`src/rtl/scsi_target_link.sv`:
```
// Target-side SCSI bus engine.
// Answers selection of SCSI ID `ID`, then runs COMMAND, optional DATA IN / DATA OUT,
// STATUS and MESSAGE IN phases using the target side of the REQ/ACK byte handshake.
// Ports:
//   clk, reset                 system clock, synchronous active-high reset
//   scsi_rst, sel, atn, ack    initiator bus controls (atn unused)
//   din / dout                 initiator / target data bus
//   bsy, msg, cd, io, req      target bus controls
//   cmd_valid, cdb, cdb_len    completed CDB toward the command processor
//   resp_*                     processor response (accepted only while waiting)
//   tx_* / rx_*                data-in source stream / data-out sink pulses
module scsi_target_link #(
  parameter logic [2:0] ID = 3'd6
) (
  input  logic        clk,
  input  logic        reset,
  input  logic        scsi_rst,
  input  logic        sel,
  input  logic        atn,
  input  logic        ack,
  input  logic [7:0]  din,
  output logic        bsy,
  output logic        msg,
  output logic        cd,
  output logic        io,
  output logic        req,
  output logic [7:0]  dout,
  output logic        cmd_valid,
  output logic [95:0] cdb,
  output logic [3:0]  cdb_len,
  input  logic        resp_valid,
  input  logic [1:0]  resp_dir,
  input  logic [23:0] resp_len,
  input  logic [7:0]  resp_status,
  input  logic [7:0]  tx_data,
  input  logic        tx_valid,
  output logic        tx_ready,
  output logic [7:0]  rx_data,
  output logic        rx_valid
);

  typedef enum logic [2:0] {
    StIdle, StSelected, StCmd, StCmdWait, StDin, StDout, StStatus, StMsgin
  } state_e;

  state_e        state_q, state_d;
  logic          bsy_q, bsy_d, msg_q, msg_d, cd_q, cd_d, io_q, io_d, req_q, req_d;
  logic [7:0]    dout_q, dout_d, status_q, status_d, rx_data_q, rx_data_d;
  logic [95:0]   cdb_q, cdb_d;
  logic [3:0]    cdb_len_q, cdb_len_d, idx_q, idx_d, exp_len_q, exp_len_d;
  logic [23:0]   cnt_q, cnt_d;
  logic          have_q, have_d;   // send byte sitting stable on dout
  logic          done_q, done_d;   // last byte of the phase completed, req already low
  logic          cmd_valid_q, cmd_valid_d, tx_ready_q, tx_ready_d, rx_valid_q, rx_valid_d;

  logic          xfer, send_ph, raise, to_status;
  logic [3:0]    grp_len, cur_len;
  logic [7:0]    st_byte;
  logic          unused_atn;

  assign unused_atn = atn;

  always_comb begin
    unique case (din[7:5])
      3'd1, 3'd2: grp_len = 4'd10;
      3'd5:       grp_len = 4'd12;
      default:    grp_len = 4'd6;
    endcase
  end

  assign cur_len = (idx_q == 4'd0) ? grp_len : exp_len_q;
  assign xfer    = req_q && ack;
  assign send_ph = (state_q == StDin) || (state_q == StStatus) || (state_q == StMsgin);
  // A new req waits for ack low and, when sending, for dout settled one cycle.
  assign raise   = !req_q && !ack && !done_q && (!send_ph || have_q);

  always_comb begin
    state_d     = state_q;
    bsy_d       = bsy_q;
    msg_d       = msg_q;
    cd_d        = cd_q;
    io_d        = io_q;
    req_d       = req_q;
    dout_d      = dout_q;
    status_d    = status_q;
    rx_data_d   = rx_data_q;
    cdb_d       = cdb_q;
    cdb_len_d   = cdb_len_q;
    idx_d       = idx_q;
    exp_len_d   = exp_len_q;
    cnt_d       = cnt_q;
    have_d      = have_q;
    done_d      = done_q;
    cmd_valid_d = 1'b0;
    tx_ready_d  = 1'b0;
    rx_valid_d  = 1'b0;
    to_status   = 1'b0;
    st_byte     = status_q;

    unique case (state_q)
      StIdle: begin
        if (sel && din[ID] && !bsy_q) begin
          state_d = StSelected;
          bsy_d   = 1'b1;
          cdb_d   = '0;
          idx_d   = '0;
          done_d  = 1'b0;
        end
      end
      StSelected: begin
        if (!sel) begin
          state_d = StCmd;
          cd_d    = 1'b1;
        end
      end
      StCmd: begin
        if (xfer) begin
          req_d = 1'b0;
          for (int i = 0; i < 12; i++) begin
            if (idx_q == 4'(i)) cdb_d[i*8 +: 8] = din;
          end
          if (idx_q == 4'd0) exp_len_d = grp_len;
          idx_d = (idx_q == 4'd11) ? 4'd11 : idx_q + 4'd1;
          if (idx_q + 4'd1 == cur_len) done_d = 1'b1;
        end else if (done_q) begin
          cmd_valid_d = 1'b1;
          cdb_len_d   = exp_len_q;
          done_d      = 1'b0;
          state_d     = StCmdWait;
        end else if (raise) begin
          req_d = 1'b1;
        end
      end
      StCmdWait: begin
        if (resp_valid) begin
          status_d = resp_status;
          cnt_d    = resp_len;
          if (resp_dir == 2'd1 && resp_len != '0) begin
            state_d = StDin;
            cd_d    = 1'b0;
            io_d    = 1'b1;
          end else if (resp_dir == 2'd2 && resp_len != '0) begin
            state_d = StDout;
            cd_d    = 1'b0;
            io_d    = 1'b0;
          end else begin
            to_status = 1'b1;
            st_byte   = resp_status;
          end
        end
      end
      StDin: begin
        if (xfer) begin
          req_d  = 1'b0;
          have_d = 1'b0;
          cnt_d  = cnt_q - 24'd1;
          if (cnt_q == 24'd1) done_d = 1'b1;
        end else if (done_q) begin
          to_status = 1'b1;
        end else if (tx_ready_q && tx_valid) begin
          dout_d = tx_data;
          have_d = 1'b1;
        end else if (raise) begin
          req_d = 1'b1;
        end else if (!have_q && !req_q && !ack) begin
          tx_ready_d = 1'b1;
        end
      end
      StDout: begin
        if (xfer) begin
          req_d      = 1'b0;
          rx_valid_d = 1'b1;
          rx_data_d  = din;
          cnt_d      = cnt_q - 24'd1;
          if (cnt_q == 24'd1) done_d = 1'b1;
        end else if (done_q) begin
          to_status = 1'b1;
        end else if (raise) begin
          req_d = 1'b1;
        end
      end
      StStatus: begin
        if (xfer) begin
          req_d  = 1'b0;
          have_d = 1'b0;
          done_d = 1'b1;
        end else if (done_q) begin
          state_d = StMsgin;
          msg_d   = 1'b1;
          dout_d  = 8'h00;  // COMMAND COMPLETE
          have_d  = 1'b1;
          done_d  = 1'b0;
        end else if (raise) begin
          req_d = 1'b1;
        end
      end
      StMsgin: begin
        if (xfer) begin
          // Bus free: bsy and phase lines release together with req.
          state_d = StIdle;
          req_d   = 1'b0;
          bsy_d   = 1'b0;
          msg_d   = 1'b0;
          cd_d    = 1'b0;
          io_d    = 1'b0;
          dout_d  = 8'h00;
          have_d  = 1'b0;
        end else if (raise) begin
          req_d = 1'b1;
        end
      end
      default: state_d = StIdle;
    endcase

    if (to_status) begin
      state_d = StStatus;
      msg_d   = 1'b0;
      cd_d    = 1'b1;
      io_d    = 1'b1;
      dout_d  = st_byte;
      have_d  = 1'b1;
      done_d  = 1'b0;
    end
  end

  always_ff @(posedge clk) begin
    if (reset || scsi_rst) begin
      state_q     <= StIdle;
      bsy_q       <= 1'b0;
      msg_q       <= 1'b0;
      cd_q        <= 1'b0;
      io_q        <= 1'b0;
      req_q       <= 1'b0;
      dout_q      <= '0;
      status_q    <= '0;
      rx_data_q   <= '0;
      cdb_q       <= '0;
      cdb_len_q   <= '0;
      idx_q       <= '0;
      exp_len_q   <= '0;
      cnt_q       <= '0;
      have_q      <= 1'b0;
      done_q      <= 1'b0;
      cmd_valid_q <= 1'b0;
      tx_ready_q  <= 1'b0;
      rx_valid_q  <= 1'b0;
    end else begin
      state_q     <= state_d;
      bsy_q       <= bsy_d;
      msg_q       <= msg_d;
      cd_q        <= cd_d;
      io_q        <= io_d;
      req_q       <= req_d;
      dout_q      <= dout_d;
      status_q    <= status_d;
      rx_data_q   <= rx_data_d;
      cdb_q       <= cdb_d;
      cdb_len_q   <= cdb_len_d;
      idx_q       <= idx_d;
      exp_len_q   <= exp_len_d;
      cnt_q       <= cnt_d;
      have_q      <= have_d;
      done_q      <= done_d;
      cmd_valid_q <= cmd_valid_d;
      tx_ready_q  <= tx_ready_d;
      rx_valid_q  <= rx_valid_d;
    end
  end

  assign bsy       = bsy_q;
  assign msg       = msg_q;
  assign cd        = cd_q;
  assign io        = io_q;
  assign req       = req_q;
  assign dout      = dout_q;
  assign cmd_valid = cmd_valid_q;
  assign cdb       = cdb_q;
  assign cdb_len   = cdb_len_q;
  assign tx_ready  = tx_ready_q;
  assign rx_data   = rx_data_q;
  assign rx_valid  = rx_valid_q;

endmodule

```
`config.mk`:
```
export PLATFORM = sky130hd
export DESIGN_NAME = scsi_target_link
export DESIGN_NICKNAME = d
export VERILOG_FILES = /design/src/rtl/scsi_target_link.sv
export SDC_FILE = /design/constraint.sdc
export NUM_CORES = 1
export LEC_CHECK = 0
export ABC_AREA = 1
export CAP_MARGIN = 20
export CORE_MARGIN = 2
export CORE_UTILIZATION = 30
export CTS_BUF_LIST = sky130_fd_sc_hd__clkbuf_2
export DETAILED_ROUTE_END_ITERATION = 8
export GPL_TIMING_DRIVEN = 0
export PLACE_DENSITY = 0.54
export RECOVER_POWER = 50
export SLEW_MARGIN = 20
export SYNTH_ARGS = -nofsm -noshare
export SYNTH_HDL_FRONTEND = slang
export SYNTH_SLANG_ARGS = --single-unit
```
`constraint.sdc`:
```
create_clock -name clk -period 1.65 [get_ports clk]
set_input_delay 0.495 -clock clk [delete_from_list [all_inputs] [get_ports clk]]
set_output_delay 0.495 -clock clk [all_outputs]
set_load 0.005 [all_outputs]
```
==> flow_metrics.env <==
export IMPL_drive_above_1_share=0.5436
export IMPL_maxSlewHeadroom=0.3509
export IMPL_grt_pass1_wl_um=45690
export IMPL_cp_start_kind="flop"
export IMPL_via_per_inst=4.911
export IMPL_synth_avg_cell_area_um2=6.998
export IMPL_failed_checks="negative setup slack"
export IMPL_cts_tree="built"
export IMPL_place_ws_ps=-1262
export IMPL_root_buffer="clkbuf_2"
export IMPL_first_global_vias=8361
export IMPL_critPathCaptureType="output pin"
export IMPL_worstPathArrival_ps=1330
export IMPL_final_nets=1519
export IMPL_dieArea_um2=27480
export IMPL_setup_viol=251
export IMPL_synth_top_area_cell="dfxtp_1"
export IMPL_portBuffers=179
export IMPL_io_pins=182
export IMPL_design_area_um2=13030
export IMPL_placedCellCount=1636
export IMPL_core_um2=25910
export IMPL_slowest_stage="dfxtp_2"
export IMPL_grt_antenna_before_repair=1
export IMPL_place_area_um2=10090
export IMPL_status="complete, but fails checks"
export IMPL_drc=0
export IMPL_holdPathEnd="dout[1]"
export IMPL_wire_per_inst_um=16.99
export IMPL_synthDistinctLibCells=45
export IMPL_min_period_ps=1824
export IMPL_cp_cell_sequence="buf_2"
export IMPL_gr_total_overflow=0
export IMPL_crit_type="flop to output pin"
export IMPL_cts_sinks=169
export IMPL_whs_path_depth=5
export IMPL_yosysSeqAreaShare=0.4309
export IMPL_htree_num_levels=4
export IMPL_fin_tns_setup_ps=-26620
export IMPL_cts_hold_buf=0
export IMPL_synth_compound_area_frac=0.1771
export IMPL_dieHeight_um=165.8
export IMPL_routed_wl_um=30640
export IMPL_maxCapViolCount=0
export IMPL_tightest_slew_ps=973.7
export IMPL_crit_family="flip-flops"
export IMPL_r2r_setup_slack_ps=-170
export IMPL_cts_buffers=17
export IMPL_fin_ws_ps=-174.4
export IMPL_slowest_delay_ps=430
export IMPL_synth_cells=1122
export IMPL_synth_xor_area_share=0.01450
export IMPL_path_clk_slew_ps=270
export IMPL_cp_num_buf_inv=1
export IMPL_hold_ws_ps=242.8
export IMPL_synthFlopType="dfxtp_1"
export IMPL_hpwl_um=19720
export IMPL_die_w_um=165.8
export IMPL_drt_initial_drc_count=602
export IMPL_maxSlewViolCount=0
export IMPL_synth_top_family_by_area="simple AND/OR/NAND/NOR gates"
export IMPL_rsz0062_at_grt="true"
export IMPL_min_path_type="input port to flop"
export IMPL_synth_top_area_share=0.4309
export IMPL_synth_area_um2=7851
export IMPL_hold_violations=0
export IMPL_crit_required_ps=1150
export IMPL_rows=59
export IMPL_clock_skew_final_ps=32.71
export IMPL_final_cell_mix="nand2_1 (234), dfxtp_2 (133), buf_6 (110)"
export IMPL_cts_path_max_buffers=2
export IMPL_synthSimpleGateAreaFrac=0.2990
export IMPL_synth_nets=1186
export IMPL_period_share=1.106
export IMPL_r2r_start="state_q[0]"
export IMPL_crit_fanout=2
export IMPL_grt_usage=0.2083
export IMPL_synth_edf_count=0
export IMPL_hold_start="resp_valid"
export IMPL_ys_ff_latch=169
export IMPL_layout_commonest_cell="nand2_1"
export IMPL_ant_nets=0
export IMPL_rr_worst_depth=14
export IMPL_rr_endpoint="cdb[39]"
export IMPL_initial_utilization=0.3030
export IMPL_grt_max_degree=17
export IMPL_peakVddDrop_mv=0.4942
export IMPL_ys_top_cells_by_area="dfxtp_1 (43%), nand2_1 (16%), a21oi_1 (9.4%), nor2_1 (5.6%), o21ai_0 (4.1%)"
export IMPL_clock_latency_ps=800
export IMPL_place_congestion=0.8979
export IMPL_synthAdderAreaFrac=0.009562
export IMPL_syn2layout_area_growth_pct=66.01
export IMPL_drt_pass1_iterations=5
export IMPL_timing_fmax_ghz=0.5481
export IMPL_final_cells=1804
export IMPL_cellLeakagePower_nw=5.343
export IMPL_powerDensity_nw_per_um2=826.8
export IMPL_vias=8859
export IMPL_ys_async_sr_fraction=0
export IMPL_synth_area_mux_share=0
export IMPL_ys_warn_count=0
[worst max path at each step]
stage / from / to / slack, ps / depth (start not counted)
2_1_floorplan: resp_len[5] / cd / -10 / 11
3_3_place_gp: scsi_rst / cnt_q[14] / -1230 / 6
3_5_place_dp: scsi_rst / cnt_q[14] / -1260 / 6
4_1_cts: cdb[77] / cdb[77] / -210 / 1
5_1_grt: cnt_q[0] / cnt_q[22] / -290 / 11
6_report: cdb[70] / cdb[70] / -170 / 1
[Yosys cell counts, types with 2 or more instances]
cell type and count:
a211oi_2 4, xor2_1 8, nor2_4 5, buf_2 8, inv_2 18, buf_4 6, nor3_1 10, clkbuf_1 25
a21oi_2 3, nand2_2 7, nand3_1 38, buf_6 6, nor2_2 9, a31oi_1 6, a21oi_1 147, inv_1 55
o21bai_1 4, nor2_1 117, o21ai_0 64, ha_1 6, a211oi_1 11, nand3b_1 3, dfxtp_1 169, or2_2 3
o21ai_1 2, nand2_4 2, nand4_1 17, clkinv_1 4, nand2_1 345, xnor2_1 5
[metrics by stage]
stage / power, mW / utilization
CTS: 10.18 / 0.4474
global placement: 6.492 / 0.3893
floorplan: 5.659 / -
detailed placement: 6.487 / 0.3893
global route: 11.25 / 0.5030
finish: 10.78 / 0.5030
[kinds of logic after synthesis]
group	Yosys count
DFF	169
and+or+nand+nor	560
xor gates and xnor gates	13
AOI/OAI and AO/OA	251
adders and majority gates	6
buffers and inverters	123
[where the power goes]
group | total (mW) | internal (mW) | switching, mW | leakage (nW)
clock | 2.57 | 0.907 | 1.66 | 0.164
combinational | 3.91 | 1.64 | 2.27 | 3.74
sequential | 4.30 | 4.20 | 0.0982 | 1.44
[worst reg2reg max path: stages (launching register included)]
cell and delay, ps:
dfxtp_4 510, nor2_4 80, inv_2 90, nor2_4 40, inv_2 70, nor2_4 40, inv_2 90, nand2_8 100
clkinv_8 90, buf_12 110, nand2_8 50, nor2_4 200, clkinv_4 140, nand2_1 80, a21oi_1 50
[sequential cells by signal (all words and copies together), names as in the netlist, 3 cells and up]
name       count
dout           8
status_q       8
idx_q          4
rx_data        8
cnt_q         24
exp_len_q      4
cdb           96
state_q        3
cdb_len        4
[metal layers]
layer | global-route usage | vias up | wire length [µm]
li1 | - | 4370 | -
met1 | 0.2837 | 4219 | 14250
met2 | 0.3424 | 236 | 14650
met3 | 0.03146 | 34 | 1242
met4 | 0.06125 | 0 | 504
met5 | 0 | - | 0
[what timing repair did]
action                     CTS  global route
cloned                      10             2
buffers inserted            66            63
setup endpoints to repair  291           270
resized for setup          920           281
pin swaps                   70            85
[layout make-up]
cell class | count | area, µm²
plain buffers | 44 | 319.1
inverters | 78 | 395.4
diodes | 1 | 2.502
multi-input cells | 833 | 5244
well taps | 335 | 419.2
clock buffers | 19 | 95.09
flip-flops and latches | 169 | 3583
repair buffers | 310 | 2775
clock inverters | 13 | 177.7
fillers | 2492 | 12880
repair inverters | 2 | 22.52
Note: power is estimated with default switching activity, not from simulation.
